`config.mk`:
```
export PLATFORM = sky130hd
export DESIGN_NAME = hilo_unit_flat
export DESIGN_NICKNAME = d
export VERILOG_FILES = /design/src/rtl/hilo_pkg.sv /design/src/rtl/hilo_if.sv /design/src/rtl/hilo_unit_settle_counter.sv /design/src/rtl/hilo_unit.sv /design/src/flat_wrapper.sv
export SDC_FILE = /design/constraint.sdc
export NUM_CORES = 1
export LEC_CHECK = 0
export CAP_MARGIN = 20
export CORE_MARGIN = 2
export CORE_UTILIZATION = 43
export CTS_CLUSTER_DIAMETER = 150
export CTS_CLUSTER_SIZE = 30
export DETAILED_ROUTE_END_ITERATION = 7
export PLACE_DENSITY = 0.91
export SLEW_MARGIN = 20
export SYNTH_ARGS = -nofsm -noshare
export SYNTH_HDL_FRONTEND = slang
export SYNTH_SLANG_ARGS = --single-unit
```
`constraint.sdc`:
```
create_clock -name clock -period 6.1 [get_ports clock]
set_input_delay 0.61 -clock clock [delete_from_list [all_inputs] [get_ports clock]]
set_output_delay 0.61 -clock clock [all_outputs]
set_load 0.03 [all_outputs]
```
`src/rtl/hilo_pkg.sv`:
```
// Shared types and constants for the HI/LO multiply staging unit.
// Consumed by hilo_if, settle_counter and hilo_unit.
package hilo_pkg;

    localparam int HILO_WIDTH         = 32;
    localparam int HILO_SETTLE_CYCLES = 4;
    localparam int HILO_CNT_W         = 4;

    typedef enum logic [0:0] {
        IDLE = 1'b0,
        RUN  = 1'b1
    } hilo_state_t;

    // The counter is loaded with SETTLE_CYCLES-1 so capture lands on edge SETTLE_CYCLES.
    function automatic logic [HILO_CNT_W-1:0] settle_load(input int cycles);
        return HILO_CNT_W'(cycles - 1);
    endfunction

endpackage

```
`src/rtl/hilo_if.sv`:
```
// Operand/result bundle between the control side, the multiplier and hilo_unit.
// master = control/multiplier side, slave = hilo_unit.
interface hilo_if #(
    parameter int WIDTH = 32
);
    logic               start;
    logic [WIDTH-1:0]   a_in;
    logic [WIDTH-1:0]   b_in;
    logic [WIDTH-1:0]   mul_q;
    logic [WIDTH-1:0]   mul_m;
    logic [2*WIDTH-1:0] mul_product;
    logic               hi_wr;
    logic               lo_wr;
    logic [WIDTH-1:0]   wr_data;
    logic [WIDTH-1:0]   hi_out;
    logic [WIDTH-1:0]   lo_out;
    logic               busy;
    logic               done;
    logic               wr_err;

    modport master (
        output start, a_in, b_in, mul_product, hi_wr, lo_wr, wr_data,
        input  mul_q, mul_m, hi_out, lo_out, busy, done, wr_err
    );

    modport slave (
        input  start, a_in, b_in, mul_product, hi_wr, lo_wr, wr_data,
        output mul_q, mul_m, hi_out, lo_out, busy, done, wr_err
    );

endinterface

```
`src/rtl/hilo_unit_settle_counter.sv`:
```
// settle_counter: loadable down-counter with a zero flag that times the
// multiplier settle interval. Saturates at zero.
module settle_counter
    import hilo_pkg::*;
#(
    parameter int CW = HILO_CNT_W
) (
    input  logic          clock,
    input  logic          clear,
    input  logic          load,
    input  logic [CW-1:0] load_value,
    input  logic          dec,
    output logic [CW-1:0] count,
    output logic          zero
);

    logic [CW-1:0] count_reg;

    always_ff @(posedge clock or posedge clear) begin
        if (clear) begin
            count_reg <= '0;
        end else if (load) begin
            count_reg <= load_value;
        end else if (dec && (count_reg != '0)) begin
            count_reg <= count_reg - 1'b1;
        end
    end

    assign count = count_reg;
    assign zero  = (count_reg == '0);

endmodule

```
`src/rtl/hilo_unit.sv`:
```
// hilo_unit: stages operands for the Booth multiplier, captures the product into HI/LO
// after SETTLE_CYCLES, and serves MTHI/MTLO writes. Optional: HILO_ZERO_BYPASS_EN.
module hilo_unit
    import hilo_pkg::*;
#(
    parameter int WIDTH         = HILO_WIDTH,
    parameter int SETTLE_CYCLES = HILO_SETTLE_CYCLES
) (
    input  logic  clock,
    input  logic  clear,
    hilo_if.slave bus
);

    hilo_state_t            state_reg, state_next;
    logic [WIDTH-1:0]       mul_q_reg, mul_m_reg;
    logic [WIDTH-1:0]       hi_reg, lo_reg;
    logic                   done_reg, wr_err_reg;
    logic                   accept, cnt_load, cnt_dec, capture, zero_capture, wr_drop;
    logic [HILO_CNT_W-1:0]  cnt_value;
    logic                   cnt_zero;

    settle_counter #(.CW(HILO_CNT_W)) u_settle (
        .clock      (clock),
        .clear      (clear),
        .load       (cnt_load),
        .load_value (settle_load(SETTLE_CYCLES)),
        .dec        (cnt_dec),
        .count      (cnt_value),
        .zero       (cnt_zero)
    );

`ifdef HILO_ZERO_BYPASS_EN
    // A zero-operand start is remembered for one cycle so its zero result
    // lands on edge 1 without ever entering RUN.
    logic zero_pend_reg;
    logic zero_start;

    assign zero_start   = accept && ((bus.a_in == '0) || (bus.b_in == '0));
    assign zero_capture = zero_pend_reg;

    always_ff @(posedge clock or posedge clear) begin
        if (clear) begin
            zero_pend_reg <= 1'b0;
        end else begin
            zero_pend_reg <= zero_start;
        end
    end
`else
    logic zero_start;

    assign zero_start   = 1'b0;
    assign zero_capture = 1'b0;
`endif

    always_comb begin
        state_next = state_reg;
        accept     = 1'b0;
        cnt_load   = 1'b0;
        cnt_dec    = 1'b0;
        capture    = 1'b0;
        case (state_reg)
            IDLE: begin
                if (bus.start) begin
                    accept = 1'b1;
`ifdef HILO_ZERO_BYPASS_EN
                    if (!((bus.a_in == '0) || (bus.b_in == '0))) begin
                        state_next = RUN;
                        cnt_load   = 1'b1;
                    end
`else
                    state_next = RUN;
                    cnt_load   = 1'b1;
`endif
                end
            end
            RUN: begin
                if (cnt_zero) begin
                    capture    = 1'b1;
                    state_next = IDLE;
                end else begin
                    cnt_dec = 1'b1;
                end
            end
            default: state_next = IDLE;
        endcase
    end

    assign wr_drop = (state_reg == RUN) && (bus.hi_wr || bus.lo_wr);

    always_ff @(posedge clock or posedge clear) begin
        if (clear) begin
            state_reg  <= IDLE;
            mul_q_reg  <= '0;
            mul_m_reg  <= '0;
            hi_reg     <= '0;
            lo_reg     <= '0;
            done_reg   <= 1'b0;
            wr_err_reg <= 1'b0;
        end else begin
            state_reg  <= state_next;
            done_reg   <= capture || zero_capture;
            wr_err_reg <= wr_drop;
            if (accept) begin
                mul_q_reg <= bus.a_in;
                mul_m_reg <= bus.b_in;
            end
            // Captured results take priority over a direct write in the same cycle.
            if (capture) begin
                hi_reg <= bus.mul_product[2*WIDTH-1:WIDTH];
                lo_reg <= bus.mul_product[WIDTH-1:0];
            end else if (zero_capture) begin
                hi_reg <= '0;
                lo_reg <= '0;
            end else if (state_reg == IDLE) begin
                if (bus.hi_wr) hi_reg <= bus.wr_data;
                if (bus.lo_wr) lo_reg <= bus.wr_data;
            end
        end
    end

    assign bus.mul_q  = mul_q_reg;
    assign bus.mul_m  = mul_m_reg;
    assign bus.hi_out = hi_reg;
    assign bus.lo_out = lo_reg;
    assign bus.busy   = (state_reg == RUN);
    assign bus.done   = done_reg;
    assign bus.wr_err = wr_err_reg;

endmodule

```
`src/flat_wrapper.sv`:
```
// flat-port wrapper written by rule: the top's interface ports become plain ports
module hilo_unit_flat import hilo_pkg::*;
#(
    parameter int WIDTH         = HILO_WIDTH,
    parameter int SETTLE_CYCLES = HILO_SETTLE_CYCLES
)
  (clock, clear, bus_start, bus_a_in, bus_b_in, bus_mul_product, bus_hi_wr, bus_lo_wr, bus_wr_data, bus_mul_q, bus_mul_m, bus_hi_out, bus_lo_out, bus_busy, bus_done, bus_wr_err);
  hilo_if #(.WIDTH(WIDTH)) bus_i ();
  input  logic clock;
  input  logic clear;
  input wire logic [$bits(bus_i.start)-1:0] bus_start;
  input wire logic [$bits(bus_i.a_in)-1:0] bus_a_in;
  input wire logic [$bits(bus_i.b_in)-1:0] bus_b_in;
  input wire logic [$bits(bus_i.mul_product)-1:0] bus_mul_product;
  input wire logic [$bits(bus_i.hi_wr)-1:0] bus_hi_wr;
  input wire logic [$bits(bus_i.lo_wr)-1:0] bus_lo_wr;
  input wire logic [$bits(bus_i.wr_data)-1:0] bus_wr_data;
  output wire logic [$bits(bus_i.mul_q)-1:0] bus_mul_q;
  output wire logic [$bits(bus_i.mul_m)-1:0] bus_mul_m;
  output wire logic [$bits(bus_i.hi_out)-1:0] bus_hi_out;
  output wire logic [$bits(bus_i.lo_out)-1:0] bus_lo_out;
  output wire logic [$bits(bus_i.busy)-1:0] bus_busy;
  output wire logic [$bits(bus_i.done)-1:0] bus_done;
  output wire logic [$bits(bus_i.wr_err)-1:0] bus_wr_err;
  assign bus_i.start = bus_start;
  assign bus_i.a_in = bus_a_in;
  assign bus_i.b_in = bus_b_in;
  assign bus_i.mul_product = bus_mul_product;
  assign bus_i.hi_wr = bus_hi_wr;
  assign bus_i.lo_wr = bus_lo_wr;
  assign bus_i.wr_data = bus_wr_data;
  assign bus_mul_q = bus_i.mul_q;
  assign bus_mul_m = bus_i.mul_m;
  assign bus_hi_out = bus_i.hi_out;
  assign bus_lo_out = bus_i.lo_out;
  assign bus_busy = bus_i.busy;
  assign bus_done = bus_i.done;
  assign bus_wr_err = bus_i.wr_err;
  hilo_unit #(.WIDTH(WIDTH), .SETTLE_CYCLES(SETTLE_CYCLES)) u_core (.clock(clock), .clear(clear), .bus(bus_i));
endmodule
```
==> run_results.csv <==
group,metric,value,unit
clocking,cts_tree,"done",
clocking,cts.clk_slew.worst_paths,60,ps
clocking,h-tree-depth,4,
timing,clock_skew,3.86,ps
timing,period_needed,2470,ps
final_layout,final_common_cell,"clkdlybuf4s50_1",
global_route,first_global_vias,5032,
final_layout,fin_nets,902,
logic_synthesis,yosys_warnings,0,
critical_path,worstReg2RegStart,"u_core.u_settle.count[0]",
clocking,post_cts_buffers,0,
drt,wl_per_cell,18.0,um
clocking,clock_latency,410,ps
global_route,gr-total-overflow,0,
critical_path,path_max_fanout,38,
floorplan,start_util,0.444,
place,dp_hpwl,12000,um
power_and_ir_drop,leakagePower,3.93,nW
critical_path,start_kind,"input port",
timing,max_freq,0.405,GHz
outcome,status,"complete, no violations",
timing,setup_viol,0,
logic_synthesis,synth_largest_area_cell,"dfrtp_1",
logic_synthesis,ys_ff_latch,135,
clocking,cts_resized,0,
floorplan,die_area,14100,um^2
final_layout,fin_cells,920,
logic_synthesis,synth_area,5650,um^2
timing,layout_setup_ws,3630,ps
timing,hold_violations,0,
final_layout,final_cell_mix,"295 x clkdlybuf4s50_1, 135 x dfrtp_1, 66 x mux2i_1",
drt,vias,4614,
timing,rsz0062_at_grt,"false",
logic_synthesis,seq_area_frac_synth,0.598,
clocking,clock_path_buffers,2,
clocking,clock_sinks,135,
logic_synthesis,synthDistinctLibCells,24,
critical_path,r2r_end,"u_core.bus.hi_out[6]",
final_layout,diodes,0,
floorplan,dieWidth,119,um
floorplan,die-height,119,um
critical_path,worstPathRequired,6390,ps
critical_path,cp_data_arrival_time,2760,ps
drt,dr.pass1.iters,4,
logic_synthesis,synthTopCellsByArea,"dfrtp_1 60%, mux2_2 13%, mux2i_1 12%",
floorplan,pin_count,296,
timing,max_slew_margin,0.287,
power_and_ir_drop,powerDensity,588,nW/um^2
timing,finalSetupTns,0,ps
critical_path,reg2regPathDepth,6,
timing,drv_slew,0,
clocking,numCtsBuffers,17,
global_route,grt.total_usage,0.240,
place,placed_cells,887,
floorplan,core,12700,um^2
global_route,grt_max_degree,105,
global_route,antenna_found_initial,0,
critical_path,startpoint,"bus_start",
global_route,grt_pass1_wl,26400,um
timing,worst_slew_pin_slew,1070,ps
power_and_ir_drop,peakVddDrop,443,uV
clocking,ctsHoldBuffers,0,
place,dpl_worst_slack,3190,ps
drt,drt_wl_total,16600,um
logic_synthesis,netlist_instances,446,
final_layout,drive_gt1_frac,0.143,
drt,post-route-drc-count,0,
timing,fin_crit_sh,0.405,
drt,drt_iter0_markers,207,
drt,vias_per_cell,5.02,
logic_synthesis,synthDominantCellAreaShare,0.598,
critical_path,r2r_slack,3730,ps
critical_path,end_kind,"flop",
power_and_ir_drop,power,5.49,mW
flow_run,maxCapViolCount,0,
worst_hold_path,holdCritPathClass,"input port to async pin",
logic_synthesis,avgSynthCellArea,12.7,um^2
floorplan,rows,41,
logic_synthesis,syn_nets,613,
critical_path,path_class,"input port to flop",
drt,drt.antenna.violating_nets,0,
place,gp_congestion,0.774,
place,io_buffers,295,
clocking,root_buffer,"clkbuf_16",
final_layout,syn2layout_area_growth,65.1,%
[final cells by class]
| cell class | count | area [um^2] |
|---|---|---|
| clock buffers | 21 | 480 |
| inverters | 3 | 13.8 |
| flip-flops and latches | 135 | 3380 |
| repair buffers | 301 | 3020 |
| clock inverters | 11 | 123 |
| multi-input cells | 277 | 2100 |
| fillers | 835 | 3390 |
| well taps | 172 | 215 |
[per-stage QoR]
stage	util	area, um^2	hold WS (ps)
after global placement	0.684	8700	490
after CTS	0.731	9300	501
after global routing	0.733	9330	514
final	0.733	9330	496
after detailed placement	0.684	8700	493
after floorplan	-	5650	460
[Yosys cell counts (all sizes together)]
cell / n
dfrtp: 135
mux2i: 66
mux2: 64
o21ai: 40
nand2: 39
nor2: 27
a21oi: 26
buf: 24
clkbuf: 7
nand2b: 5
inv: 3
ha: 2
a311o: 1
and4bb: 1
nor2b: 1
nor3b: 1
nor4b: 1
o21a: 1
o2bb2ai: 1
or3: 1
[worst max-delay path by stage]
stage                                end  slack, ps  depth (start not counted)
floorplan                u_core.bus.busy       1880                          1
global placement     u_core.bus.mul_q[6]       3290                          4
detailed placement  u_core.bus.mul_m[12]       3190                          4
CTS                  u_core.bus.mul_m[4]       3630                          4
global route         u_core.bus.mul_m[8]       3490                          4
finish               u_core.bus.mul_m[3]       3630                          4
[critical path: stages]
cell	delay [ps]
clkdlybuf4s50_1	490
nor2b_4	710
buf_4	530
mux2_2	400
[layer usage]
metal	vias up	GRT usage	share of wire
met3	40	0.0931	0.093
li1	2132	-	-
met4	0	0.112	0.032
met1	2227	0.254	0.35
met2	215	0.420	0.52
met5	-	0	0
[report_power, final]
part / total [mW] / leakage, nW / switching [mW] / internal [mW]
clock network: 1.02 / 0.287 / 0.380 / 0.643
logic: 2.83 / 2.07 / 1.57 / 1.27
registers: 1.63 / 1.58 / 0.274 / 1.36
[kinds of logic (layout without fill, tap and decap cells)]
group / count (synthesis) / count (layout) / share of synthesized area
flip-flops: 135 / 135 / 0.598
multiplexers: 130 / 130 / 0.245
AND/OR/NAND/NOR: 76 / 76 / 0.0567
AO/OA/AOI/OAI: 69 / 69 / 0.0631
buffers and inverters: 34 / 336 / 0.0332
adder cells (fa/ha/maj): 2 / 2 / 0.00443
Note: power is estimated with default switching activity, not from simulation.
